**src/rtl/ysyx_22050550_axi_burst_master_pkg.sv**
```systemverilog
// Shared types and AXI constants for the cache-side burst master.
// Anything that both the FSM and the line buffer need lives here.
package ysyx_22050550_axi_burst_master_pkg;

  typedef enum logic [2:0] {
    ST_IDLE,
    ST_AR,
    ST_R,
    ST_AW,
    ST_W,
    ST_RESP
  } state_e;

  localparam logic [1:0] BURST_INCR = 2'b01;
  localparam logic [2:0] SIZE_8B    = 3'b011;
  localparam int         BEAT_W     = 64;

  function automatic int line_w(input int beats);
    return BEAT_W * beats;
  endfunction

endpackage

```
**src/rtl/ysyx_22050550_axi_burst_master_if.sv**
```systemverilog
// Memory-side AXI read/write channels (no B channel) as seen by the burst master.
interface ysyx_22050550_axi_burst_master_if;

  logic        ar_valid;
  logic        ar_ready;
  logic [63:0] ar_addr;
  logic [7:0]  ar_len;
  logic [2:0]  ar_size;
  logic [1:0]  ar_burst;

  logic        r_valid;
  logic        r_ready;
  logic [63:0] r_data;
  logic        r_last;

  logic        aw_valid;
  logic        aw_ready;
  logic [63:0] aw_addr;
  logic [7:0]  aw_len;
  logic [2:0]  aw_size;
  logic [1:0]  aw_burst;

  logic        w_valid;
  logic        w_ready;
  logic [63:0] w_data;
  logic [7:0]  w_strb;
  logic        w_last;

  modport master (
    output ar_valid, ar_addr, ar_len, ar_size, ar_burst,
    input  ar_ready,
    input  r_valid, r_data, r_last,
    output r_ready,
    output aw_valid, aw_addr, aw_len, aw_size, aw_burst,
    input  aw_ready,
    output w_valid, w_data, w_strb, w_last,
    input  w_ready
  );

  modport slave (
    input  ar_valid, ar_addr, ar_len, ar_size, ar_burst,
    output ar_ready,
    output r_valid, r_data, r_last,
    input  r_ready,
    input  aw_valid, aw_addr, aw_len, aw_size, aw_burst,
    output aw_ready,
    input  w_valid, w_data, w_strb, w_last,
    output w_ready
  );

endinterface

```
**src/rtl/ysyx_22050550_axi_line_buf.sv**
```systemverilog
// BEATS x 64-bit line buffer: parallel load, clear, per-beat write and indexed beat read.
// Beat writes whose index falls outside the line are silently dropped.
module ysyx_22050550_axi_line_buf #(
  parameter int BEATS  = 2,
  parameter int LINE_W = 64 * BEATS
) (
  input  logic              clock,
  input  logic              reset,
  input  logic              clear,
  input  logic              load,
  input  logic [LINE_W-1:0] load_data,
  input  logic              wr_en,
  input  logic [3:0]        wr_idx,
  input  logic [63:0]       wr_data,
  input  logic [3:0]        rd_idx,
  output logic [63:0]       rd_data,
  output logic [LINE_W-1:0] line
);

  logic [63:0] slot [BEATS];

  always_ff @(posedge clock) begin
    if (reset || clear) begin
      for (int i = 0; i < BEATS; i++) slot[i] <= '0;
    end else if (load) begin
      for (int i = 0; i < BEATS; i++) slot[i] <= load_data[64*i +: 64];
    end else if (wr_en) begin
      for (int i = 0; i < BEATS; i++) begin
        if (wr_idx == 4'(i)) slot[i] <= wr_data;
      end
    end
  end

  always_comb begin
    rd_data = '0;
    for (int i = 0; i < BEATS; i++) begin
      if (rd_idx == 4'(i)) rd_data = slot[i];
    end
  end

  for (genvar g = 0; g < BEATS; g++) begin : g_line
    assign line[64*g +: 64] = slot[g];
  end

endmodule

```
**src/rtl/ysyx_22050550_axi_burst_master.sv**
```systemverilog
// Turns one cache/LSU request into a single AXI INCR burst (line or single beat)
// and hands the buffered line back through a valid/ready response.
//
// state   | meaning
// IDLE    | ready for a request
// AR      | read address offered
// R       | collecting read beats into the buffer
// AW      | write address offered
// W       | streaming buffered beats out
// RESP    | response held until the requester takes it
module ysyx_22050550_axi_burst_master
  import ysyx_22050550_axi_burst_master_pkg::*;
#(
  parameter int BEATS  = 2,
  parameter int LINE_W = line_w(BEATS)
) (
  input  logic              clock,
  input  logic              reset,
  input  logic              req_valid,
  output logic              req_ready,
  input  logic              req_wen,
  input  logic              req_line,
  input  logic [63:0]       req_addr,
  input  logic [2:0]        req_size,
  input  logic [LINE_W-1:0] req_wdata,
  input  logic [7:0]        req_wstrb,
  output logic              resp_valid,
  input  logic              resp_ready,
  output logic [LINE_W-1:0] resp_rdata,
  output logic              resp_err,
  ysyx_22050550_axi_burst_master_if.master axi
);

  state_e      state;
  logic [63:0] addr_q;
  logic [7:0]  len_q;
  logic [2:0]  size_q;
  logic [7:0]  strb_q;
  logic [3:0]  cnt;
  logic        ovf;
  logic        ar_valid_q;
  logic        aw_valid_q;
  logic        w_valid_q;
  logic        r_ready_q;

  logic        accept;
  logic        cnt_is_len;
  logic        buf_wr_en;
  logic [63:0] buf_rd;

  assign accept     = (state == ST_IDLE) && req_valid;
  assign cnt_is_len = ({4'h0, cnt} == len_q);
  // ovf marks beats past index 15 so a late r_last can never alias a valid index
  assign buf_wr_en  = r_ready_q && axi.r_valid && !ovf;

  ysyx_22050550_axi_line_buf #(
    .BEATS  (BEATS),
    .LINE_W (LINE_W)
  ) u_line_buf (
    .clock     (clock),
    .reset     (reset),
    .clear     (accept && !req_wen),
    .load      (accept && req_wen),
    .load_data (req_wdata),
    .wr_en     (buf_wr_en),
    .wr_idx    (cnt),
    .wr_data   (axi.r_data),
    .rd_idx    (cnt),
    .rd_data   (buf_rd),
    .line      (resp_rdata)
  );

  always_ff @(posedge clock) begin
    if (reset) begin
      state      <= ST_IDLE;
      req_ready  <= 1'b1;
      resp_valid <= 1'b0;
      resp_err   <= 1'b0;
      ar_valid_q <= 1'b0;
      aw_valid_q <= 1'b0;
      w_valid_q  <= 1'b0;
      r_ready_q  <= 1'b0;
      addr_q     <= '0;
      len_q      <= '0;
      size_q     <= '0;
      strb_q     <= '0;
      cnt        <= '0;
      ovf        <= 1'b0;
    end else begin
      case (state)
        ST_IDLE: begin
          if (req_valid) begin
            addr_q    <= req_addr;
            len_q     <= req_line ? 8'(BEATS - 1) : 8'd0;
            size_q    <= req_line ? SIZE_8B : req_size;
            strb_q    <= req_line ? 8'hFF : req_wstrb;
            cnt       <= '0;
            ovf       <= 1'b0;
            resp_err  <= 1'b0;
            req_ready <= 1'b0;
            if (req_wen) begin
              aw_valid_q <= 1'b1;
              state      <= ST_AW;
            end else begin
              ar_valid_q <= 1'b1;
              state      <= ST_AR;
            end
          end
        end
        ST_AR: begin
          if (axi.ar_ready) begin
            ar_valid_q <= 1'b0;
            r_ready_q  <= 1'b1;
            state      <= ST_R;
          end
        end
        ST_R: begin
          if (axi.r_valid) begin
            if (cnt != 4'hF) cnt <= cnt + 4'd1;
            else             ovf <= 1'b1;
            if (axi.r_last) begin
              r_ready_q  <= 1'b0;
              resp_valid <= 1'b1;
              resp_err   <= ovf || !cnt_is_len;
              state      <= ST_RESP;
            end
          end
        end
        ST_AW: begin
          if (axi.aw_ready) begin
            aw_valid_q <= 1'b0;
            w_valid_q  <= 1'b1;
            state      <= ST_W;
          end
        end
        ST_W: begin
          if (axi.w_ready) begin
            if (cnt_is_len) begin
              w_valid_q  <= 1'b0;
              resp_valid <= 1'b1;
              state      <= ST_RESP;
            end else begin
              cnt <= cnt + 4'd1;
            end
          end
        end
        ST_RESP: begin
          if (resp_ready) begin
            resp_valid <= 1'b0;
            req_ready  <= 1'b1;
            state      <= ST_IDLE;
          end
        end
        default: state <= ST_IDLE;
      endcase
    end
  end

  assign axi.ar_valid = ar_valid_q;
  assign axi.ar_addr  = addr_q;
  assign axi.ar_len   = len_q;
  assign axi.ar_size  = size_q;
  assign axi.ar_burst = BURST_INCR;
  assign axi.r_ready  = r_ready_q;

  assign axi.aw_valid = aw_valid_q;
  assign axi.aw_addr  = addr_q;
  assign axi.aw_len   = len_q;
  assign axi.aw_size  = size_q;
  assign axi.aw_burst = BURST_INCR;

  // W payload is forced to zero outside the W phase so idle outputs stay quiet
  assign axi.w_valid  = w_valid_q;
  assign axi.w_data   = w_valid_q ? buf_rd : '0;
  assign axi.w_strb   = w_valid_q ? strb_q : '0;
  assign axi.w_last   = w_valid_q && cnt_is_len;

endmodule

```
**src/flat_wrapper.sv**
```systemverilog
// flat-port wrapper written by rule: the top's interface ports become plain ports
module ysyx_22050550_axi_burst_master_flat import ysyx_22050550_axi_burst_master_pkg::*;
#(
  parameter int BEATS  = 2,
  parameter int LINE_W = line_w(BEATS)
)
  (clock, reset, req_valid, req_ready, req_wen, req_line, req_addr, req_size, req_wdata, req_wstrb, resp_valid, resp_ready, resp_rdata, resp_err, axi_ar_valid, axi_ar_addr, axi_ar_len, axi_ar_size, axi_ar_burst, axi_ar_ready, axi_r_valid, axi_r_data, axi_r_last, axi_r_ready, axi_aw_valid, axi_aw_addr, axi_aw_len, axi_aw_size, axi_aw_burst, axi_aw_ready, axi_w_valid, axi_w_data, axi_w_strb, axi_w_last, axi_w_ready);
  ysyx_22050550_axi_burst_master_if axi_i ();
  input  logic clock;
  input  logic reset;
  input  logic req_valid;
  output logic req_ready;
  input  logic req_wen;
  input  logic req_line;
  input  logic [63:0] req_addr;
  input  logic [2:0] req_size;
  input  logic [LINE_W-1:0] req_wdata;
  input  logic [7:0] req_wstrb;
  output logic resp_valid;
  input  logic resp_ready;
  output logic [LINE_W-1:0] resp_rdata;
  output logic resp_err;
  output wire logic [$bits(axi_i.ar_valid)-1:0] axi_ar_valid;
  output wire logic [$bits(axi_i.ar_addr)-1:0] axi_ar_addr;
  output wire logic [$bits(axi_i.ar_len)-1:0] axi_ar_len;
  output wire logic [$bits(axi_i.ar_size)-1:0] axi_ar_size;
  output wire logic [$bits(axi_i.ar_burst)-1:0] axi_ar_burst;
  input wire logic [$bits(axi_i.ar_ready)-1:0] axi_ar_ready;
  input wire logic [$bits(axi_i.r_valid)-1:0] axi_r_valid;
  input wire logic [$bits(axi_i.r_data)-1:0] axi_r_data;
  input wire logic [$bits(axi_i.r_last)-1:0] axi_r_last;
  output wire logic [$bits(axi_i.r_ready)-1:0] axi_r_ready;
  output wire logic [$bits(axi_i.aw_valid)-1:0] axi_aw_valid;
  output wire logic [$bits(axi_i.aw_addr)-1:0] axi_aw_addr;
  output wire logic [$bits(axi_i.aw_len)-1:0] axi_aw_len;
  output wire logic [$bits(axi_i.aw_size)-1:0] axi_aw_size;
  output wire logic [$bits(axi_i.aw_burst)-1:0] axi_aw_burst;
  input wire logic [$bits(axi_i.aw_ready)-1:0] axi_aw_ready;
  output wire logic [$bits(axi_i.w_valid)-1:0] axi_w_valid;
  output wire logic [$bits(axi_i.w_data)-1:0] axi_w_data;
  output wire logic [$bits(axi_i.w_strb)-1:0] axi_w_strb;
  output wire logic [$bits(axi_i.w_last)-1:0] axi_w_last;
  input wire logic [$bits(axi_i.w_ready)-1:0] axi_w_ready;
  assign axi_ar_valid = axi_i.ar_valid;
  assign axi_ar_addr = axi_i.ar_addr;
  assign axi_ar_len = axi_i.ar_len;
  assign axi_ar_size = axi_i.ar_size;
  assign axi_ar_burst = axi_i.ar_burst;
  assign axi_i.ar_ready = axi_ar_ready;
  assign axi_i.r_valid = axi_r_valid;
  assign axi_i.r_data = axi_r_data;
  assign axi_i.r_last = axi_r_last;
  assign axi_r_ready = axi_i.r_ready;
  assign axi_aw_valid = axi_i.aw_valid;
  assign axi_aw_addr = axi_i.aw_addr;
  assign axi_aw_len = axi_i.aw_len;
  assign axi_aw_size = axi_i.aw_size;
  assign axi_aw_burst = axi_i.aw_burst;
  assign axi_i.aw_ready = axi_aw_ready;
  assign axi_w_valid = axi_i.w_valid;
  assign axi_w_data = axi_i.w_data;
  assign axi_w_strb = axi_i.w_strb;
  assign axi_w_last = axi_i.w_last;
  assign axi_i.w_ready = axi_w_ready;
  ysyx_22050550_axi_burst_master #(.BEATS(BEATS), .LINE_W(LINE_W)) u_core (.clock(clock), .reset(reset), .req_valid(req_valid), .req_ready(req_ready), .req_wen(req_wen), .req_line(req_line), .req_addr(req_addr), .req_size(req_size), .req_wdata(req_wdata), .req_wstrb(req_wstrb), .resp_valid(resp_valid), .resp_ready(resp_ready), .resp_rdata(resp_rdata), .resp_err(resp_err), .axi(axi_i));
endmodule
```
**config.mk**
```make
export PLATFORM = sky130hd
export DESIGN_NAME = ysyx_22050550_axi_burst_master_flat
export DESIGN_NICKNAME = d
export VERILOG_FILES = /design/src/rtl/ysyx_22050550_axi_burst_master_pkg.sv /design/src/rtl/ysyx_22050550_axi_burst_master_if.sv /design/src/rtl/ysyx_22050550_axi_line_buf.sv /design/src/rtl/ysyx_22050550_axi_burst_master.sv /design/src/flat_wrapper.sv
export SDC_FILE = /design/constraint.sdc
export NUM_CORES = 1
export LEC_CHECK = 0
export ABC_CLOCK_PERIOD_IN_PS = 4270
export BUFFER_PORTS_ARGS = -buffer_cell sky130_fd_sc_hd__buf_4
export CORE_AREA = 2 2 250 252
export CTS_CLUSTER_DIAMETER = 30
export DETAILED_ROUTE_END_ITERATION = 16
export DIE_AREA = 0 0 252 254
export RECOVER_POWER = 25
export SKIP_LAST_GASP = 1
export SLEW_MARGIN = 15
export SYNTH_ARGS = -nofsm -noshare
export SYNTH_HDL_FRONTEND = slang
export SYNTH_HIERARCHICAL = 1
export SYNTH_SLANG_ARGS = --single-unit
```
**constraint.sdc**
```tcl
create_clock -name clock -period 4.27 [get_ports clock]
set_input_delay 0.6405 -clock clock [delete_from_list [all_inputs] [get_ports clock]]
set_output_delay 0.6405 -clock clock [all_outputs]
set_load 0.03 [all_outputs]
```
-- After elaboration in Yosys (flattened, before gate mapping)
Memory sizes are Yosys's and may differ from the RTL's.
Index checks and enable logic that the tools add are counted.
- memories kept: 1
- word-level logic and storage cells: 146
- bits in registers: 98
- output and inout port bits: 362
- RAM bits: 128
- input port bits: 278
- memories (memory ; depth ; bits a word ; rd ports ; clocked after Yosys merged registers in ; write ports ; line ; source):
    u_core.u_line_buf.slot ; 2 ; 64 ; 2 ; 0 ; 2 ; ysyx_22050550_axi_line_buf.sv:20 ; logic [63:0] slot [BEATS];
- reduce and logical (&&, ||, !) cells: 32
- equality and inequality tests: 21
- multiplexer cells: 73
- bitwise logic cells: 4
- add/sub/neg operators: 1
- operators with widths (kind ; number):
    two-way mux 64 bit ; 7
    two-way mux 1 bit ; 39
    two-way mux 3 bit ; 9
    AND reduction 4 bit ; 6
    inequality test 2 bit (second input constant) ; 11
    two-way mux 4 bit ; 5
    one-hot mux 3 bit (6 select lines) ; 1
    two-way mux 8 bit ; 2
    one-hot mux 1 bit (2 select lines) ; 7
    one-hot mux 4 bit (3 select lines) ; 1
    AND reduction 6 bit ; 2
    nonzero test 2 bit ; 6
    equality test 4 x 8 -> 1 bit ; 1
    AND reduction 8 bit ; 1
    equality test 3 x 2 -> 1 bit (second input constant) ; 2
    equality test 3 bit (second input constant) ; 2
    logical AND 1 bit ; 6
    nonzero test 3 bit ; 2
    adder 4 x 1 -> 4 bit (second input constant) ; 1
    equality test 4 x 1 -> 1 bit (second input constant) ; 1
    logical NOT 4 bit ; 1
    inequality test 2 x 1 -> 1 bit (second input constant) ; 2
    inequality test 4 bit (second input constant) ; 1
    OR 1 bit ; 4
    other kinds (8) ; 11

-- Longest topological paths before layout
- depth after elaboration: 8
- gate-level depth with buffers: 9

-- Modules after synthesis
The synthesis kept the hierarchy.
- modules (own cells, without submodules) (module ; cells an instance ; area an instance (µm²) ; sequential area each (µm²) ; times used):
    ysyx_22050550_axi_line_buf ; 448 ; 6426.2 ; 3843.7 ; 1
    ysyx_22050550_axi_burst_master ; 605 ; 4672.0 ; 1821.7 ; 1

-- Least setup slack after synthesis
Ideal clock, no wire load.
- path kind: input to register
- from: input axi_r_valid
- to: memory u_core.u_line_buf.slot[1][36] (netlist: u_core/u_line_buf/slot[0][100]) (enable)
- stages: 3
- buffers on the path: 0
- arrival time: 4.111 ns
- slack: -0.335 ns
- required time: 3.776 ns
- cell sequence: and3b_1 > or4b_1 > o21ai_1
- RTL lines (element ; line ; source):
    start, declared ; flat_wrapper.sv:29 ; input wire logic [$bits(axi_i.r_valid)-1:0] axi_r_valid;
    end, declared ; ysyx_22050550_axi_line_buf.sv:20 ;

==> impl_metrics.py <==
metrics = {
    "outcome": {
        "outcome": "complete, no violations",
    },
    "power_and_ir_drop": {
        "combPwrFrac": 0.314,
        "intPower_mw": 7.08,
        "p_total_mw": 11.4,
        "seqPwrFrac": 0.286,
        "clockPowerShare": 0.400,
        "irDropWorstVdd_mv": 0.338,
        "p_sw_frac": 0.377,
        "switchingPower_mw": 4.29,
        "leakagePower_nw": 7.11,
        "power.density_nw_per_um2": 655,
    },
    "timing": {
        "skew_ps": 13.1,
        "final-hold-violation-count": 0,
        "tightest_slew_ps": 1060,
        "final.setup.worst_slack_ps": 553,
        "period_needed_ps": 3720,
        "max_freq_mhz": 269,
        "slew_headroom": 0.290,
        "setup-tns-final_ps": 0,
        "rsz0062_at_grt": "no",
        "finalCritPeriodShare": 0.870,
        "setup_violations": 0,
        "slew_violations": 0,
    },
    "logic_synthesis": {
        "synth_compound_area_frac": 0.170,
        "async_flop_share": 0,
        "ys_ff_latch": 219,
        "synth_edf_count": 128,
        "synth-main-ff-cell": "edfxtp_1",
        "synth.yosys.seq_area_share": 0.510,
        "synth_top_family_by_area": "compound AO/OA/AOI/OAI gates",
        "synthMuxAreaShare": 0.0577,
        "ys_warn_count": 6,
        "synthSimpleGateAreaFrac": 0.151,
        "syn-cell-area_sq_um": 11100,
        "syn_inst": 1053,
        "synthAdderAreaFrac": 0.00113,
        "syn_area_per_cell_sq_um": 10.5,
        "synthDistinctLibCells": 54,
        "synth-xor-area-share": 0.000789,
    },
    "layout": {
        "regArea_sq_um": 5670,
        "fin_cells": 2439,
        "drive_gt1_frac": 0.361,
        "final_common_cell": "buf_4",
        "mostFrequentLayoutCells": "buf_4 (475), clkbuf_1 (175), nand2_1 (138)",
        "fillers": 6507,
        "final_core_util": 0.284,
        "multi_input_area_sq_um": 4340,
        "nets": 1876,
        "areaGrowthSynthToFinish_pct": 56.6,
    },
    "floorplan": {
        "fp.coreArea_sq_um": 61300,
        "die_area_sq_um": 64000,
        "die_h_um": 254,
        "num_rows": 91,
        "start_util": 0.181,
        "io_pins": 640,
        "die_w_um": 252,
    },
    "routing": {
        "route.detailed.drc": 0,
        "drt_iter0_drc": 777,
        "vias": 10775,
        "wirelength_um": 47900,
        "first_pass_iters": 5,
        "ant_nets": 0,
        "drt-wirelength-per-cell_um": 19.6,
        "viasPerCell": 4.42,
    },
    "cts": {
        "postCtsSetupBuffers": 0,
        "cts.clk_slew.worst_paths_ps": 50,
        "cts_tree": "done",
        "htree_levels": 2,
        "insertion_delay_ps": 590,
        "cts_repair_resize_count": 0,
        "cts_buffers": 61,
        "cts_buffer_depth": 3,
        "root_buffer": "clkbuf_16",
        "cts_sinks": 219,
        "hold_buffers": 0,
    },
    "global_routing": {
        "grt_usage": 0.139,
        "grt_first_pass_wirelength_um": 67000,
        "gr-total-overflow": 0,
        "grt_max_degree": 129,
        "grt_pass1_vias": 10682,
        "antenna_found_initial": 6,
    },
    "worst_hold_path": {
        "worstHoldPathType": "input port to register",
    },
    "critical_path": {
        "crit_required_ps": 4720,
        "startpoint_type": "register",
        "critical_path_class": "register to register",
        "critical_path.endpoint_type": "register",
        "arrival_ps": 4170,
        "critPathMaxFanout": 65,
    },
    "place": {
        "dpl.cell_count": 2324,
        "dp_slack_ps": 544,
        "hpwl_um": 35400,
        "io_buffer_count": 621,
        "routabilityCongestion": 0.860,
    },
    "flow_run": {
        "maxCapViolCount": 0,
    },
}
==> per-layer routing <==
metal / wire (um) / global-route usage / vias up
met2: 24100 / 0.245 / 674
met3: 4420 / 0.0430 / 91
met4: 1860 / 0.0636 / 4
li1: - / - / 4861
met1: 17500 / 0.152 / 5145
met5: 30 / 0 / -
==> final timing paths <==
| path | slack [ps] | end | cells after the start | startpoint |
|---|---|---|---|---|
| worst max register to register | 550 | u_core/u_line_buf/slot[0][112] | 6 | u_core/state[0] |
| worst max-delay path | 550 | u_core/u_line_buf/slot[0][112] | 6 | u_core/state[0] |
| worst min register to register | 440 | u_core/req_ready | 2 | u_core/req_ready |
| worst min-delay path | 300 | u_core/axi.ar_addr[16] | 3 | req_addr[16] |
==> power by group through the flow <==
stage | Clock (mW) | Combinational (mW) | Sequential (mW)
3_5_place_dp | 0 | 3.87 | 3.29
4_1_cts | 4.65 | 3.88 | 3.26
5_1_grt | 4.76 | 3.80 | 3.31
2_1_floorplan | 0 | 1.74 | 3.96
6_report | 4.55 | 3.57 | 3.25
3_3_place_gp | 0 | 3.85 | 3.28
==> through the flow <==
stage / instance area [sq um] / hold slack, ps
global route: 17400 / 261
detailed placement: 15900 / 434
floorplan: 11200 / 471
global placement: 15900 / 433
CTS: 18000 / 250
finish: 17400 / 299
==> cells in the mapped netlist, types with 3 or more instances <==
library cell,instances,area [sq um]
a21oi_1,74,370
a31oi_1,3,18.8
a32o_1,128,1280
and2_1,73,457
buf_1,3,11.3
buf_2,47,235
buf_4,93,698
buf_6,13,146
clkbuf_1,26,97.6
dfxtp_1,91,1820
edfxtp_1,128,3840
inv_1,4,15.0
mux2i_1,64,641
nand2_1,139,522
nand2b_1,4,25.0
nand3_1,5,25.0
nor2_1,82,308
nor2b_1,3,18.8
nor3_1,24,120
o21ai_1,3,15.0
o31ai_1,3,22.5
==> registers in the layout, summed over array words and instances, names as in the netlist, 3 cells and up <==
name                    cells
u_core/cnt                  4
u_core/strb_q               8
u_core/state                3
u_core/axi.ar_size          3
u_core/axi.ar_addr         64
u_core/u_line_buf/slot    128
==> worst max-delay path, stage by stage (launching register included) <==
cell	delay, ps
dfxtp_1	700
nor2_1	270
and3_1	290
nor3_4	610
buf_4	620
buf_4	650
a32o_1	280
==> cells by family after synthesis <==
group | count (synthesis)
AO/OA/AOI/OAI | 228
other | 2
flip-flops | 219
adder cells (fa/ha/maj) | 1
AND/OR/NAND/NOR | 352
multiplexers | 64
buffers and inverters | 186
XOR/XNOR | 1
==> area by class of cell <==
| class | instances | area share |
|---|---|---|
| clock inverters | 37 | 0.0226 |
| diodes | 2 | 0.000288 |
| multi-input cells | 664 | 0.250 |
| well taps | 790 | 0.0569 |
| repair buffers | 647 | 0.246 |
| clock buffers | 76 | 0.0970 |
| flip-flops and latches | 219 | 0.326 |
| inverters | 4 | 0.000864 |
Note: power is estimated with default switching activity, not from simulation.
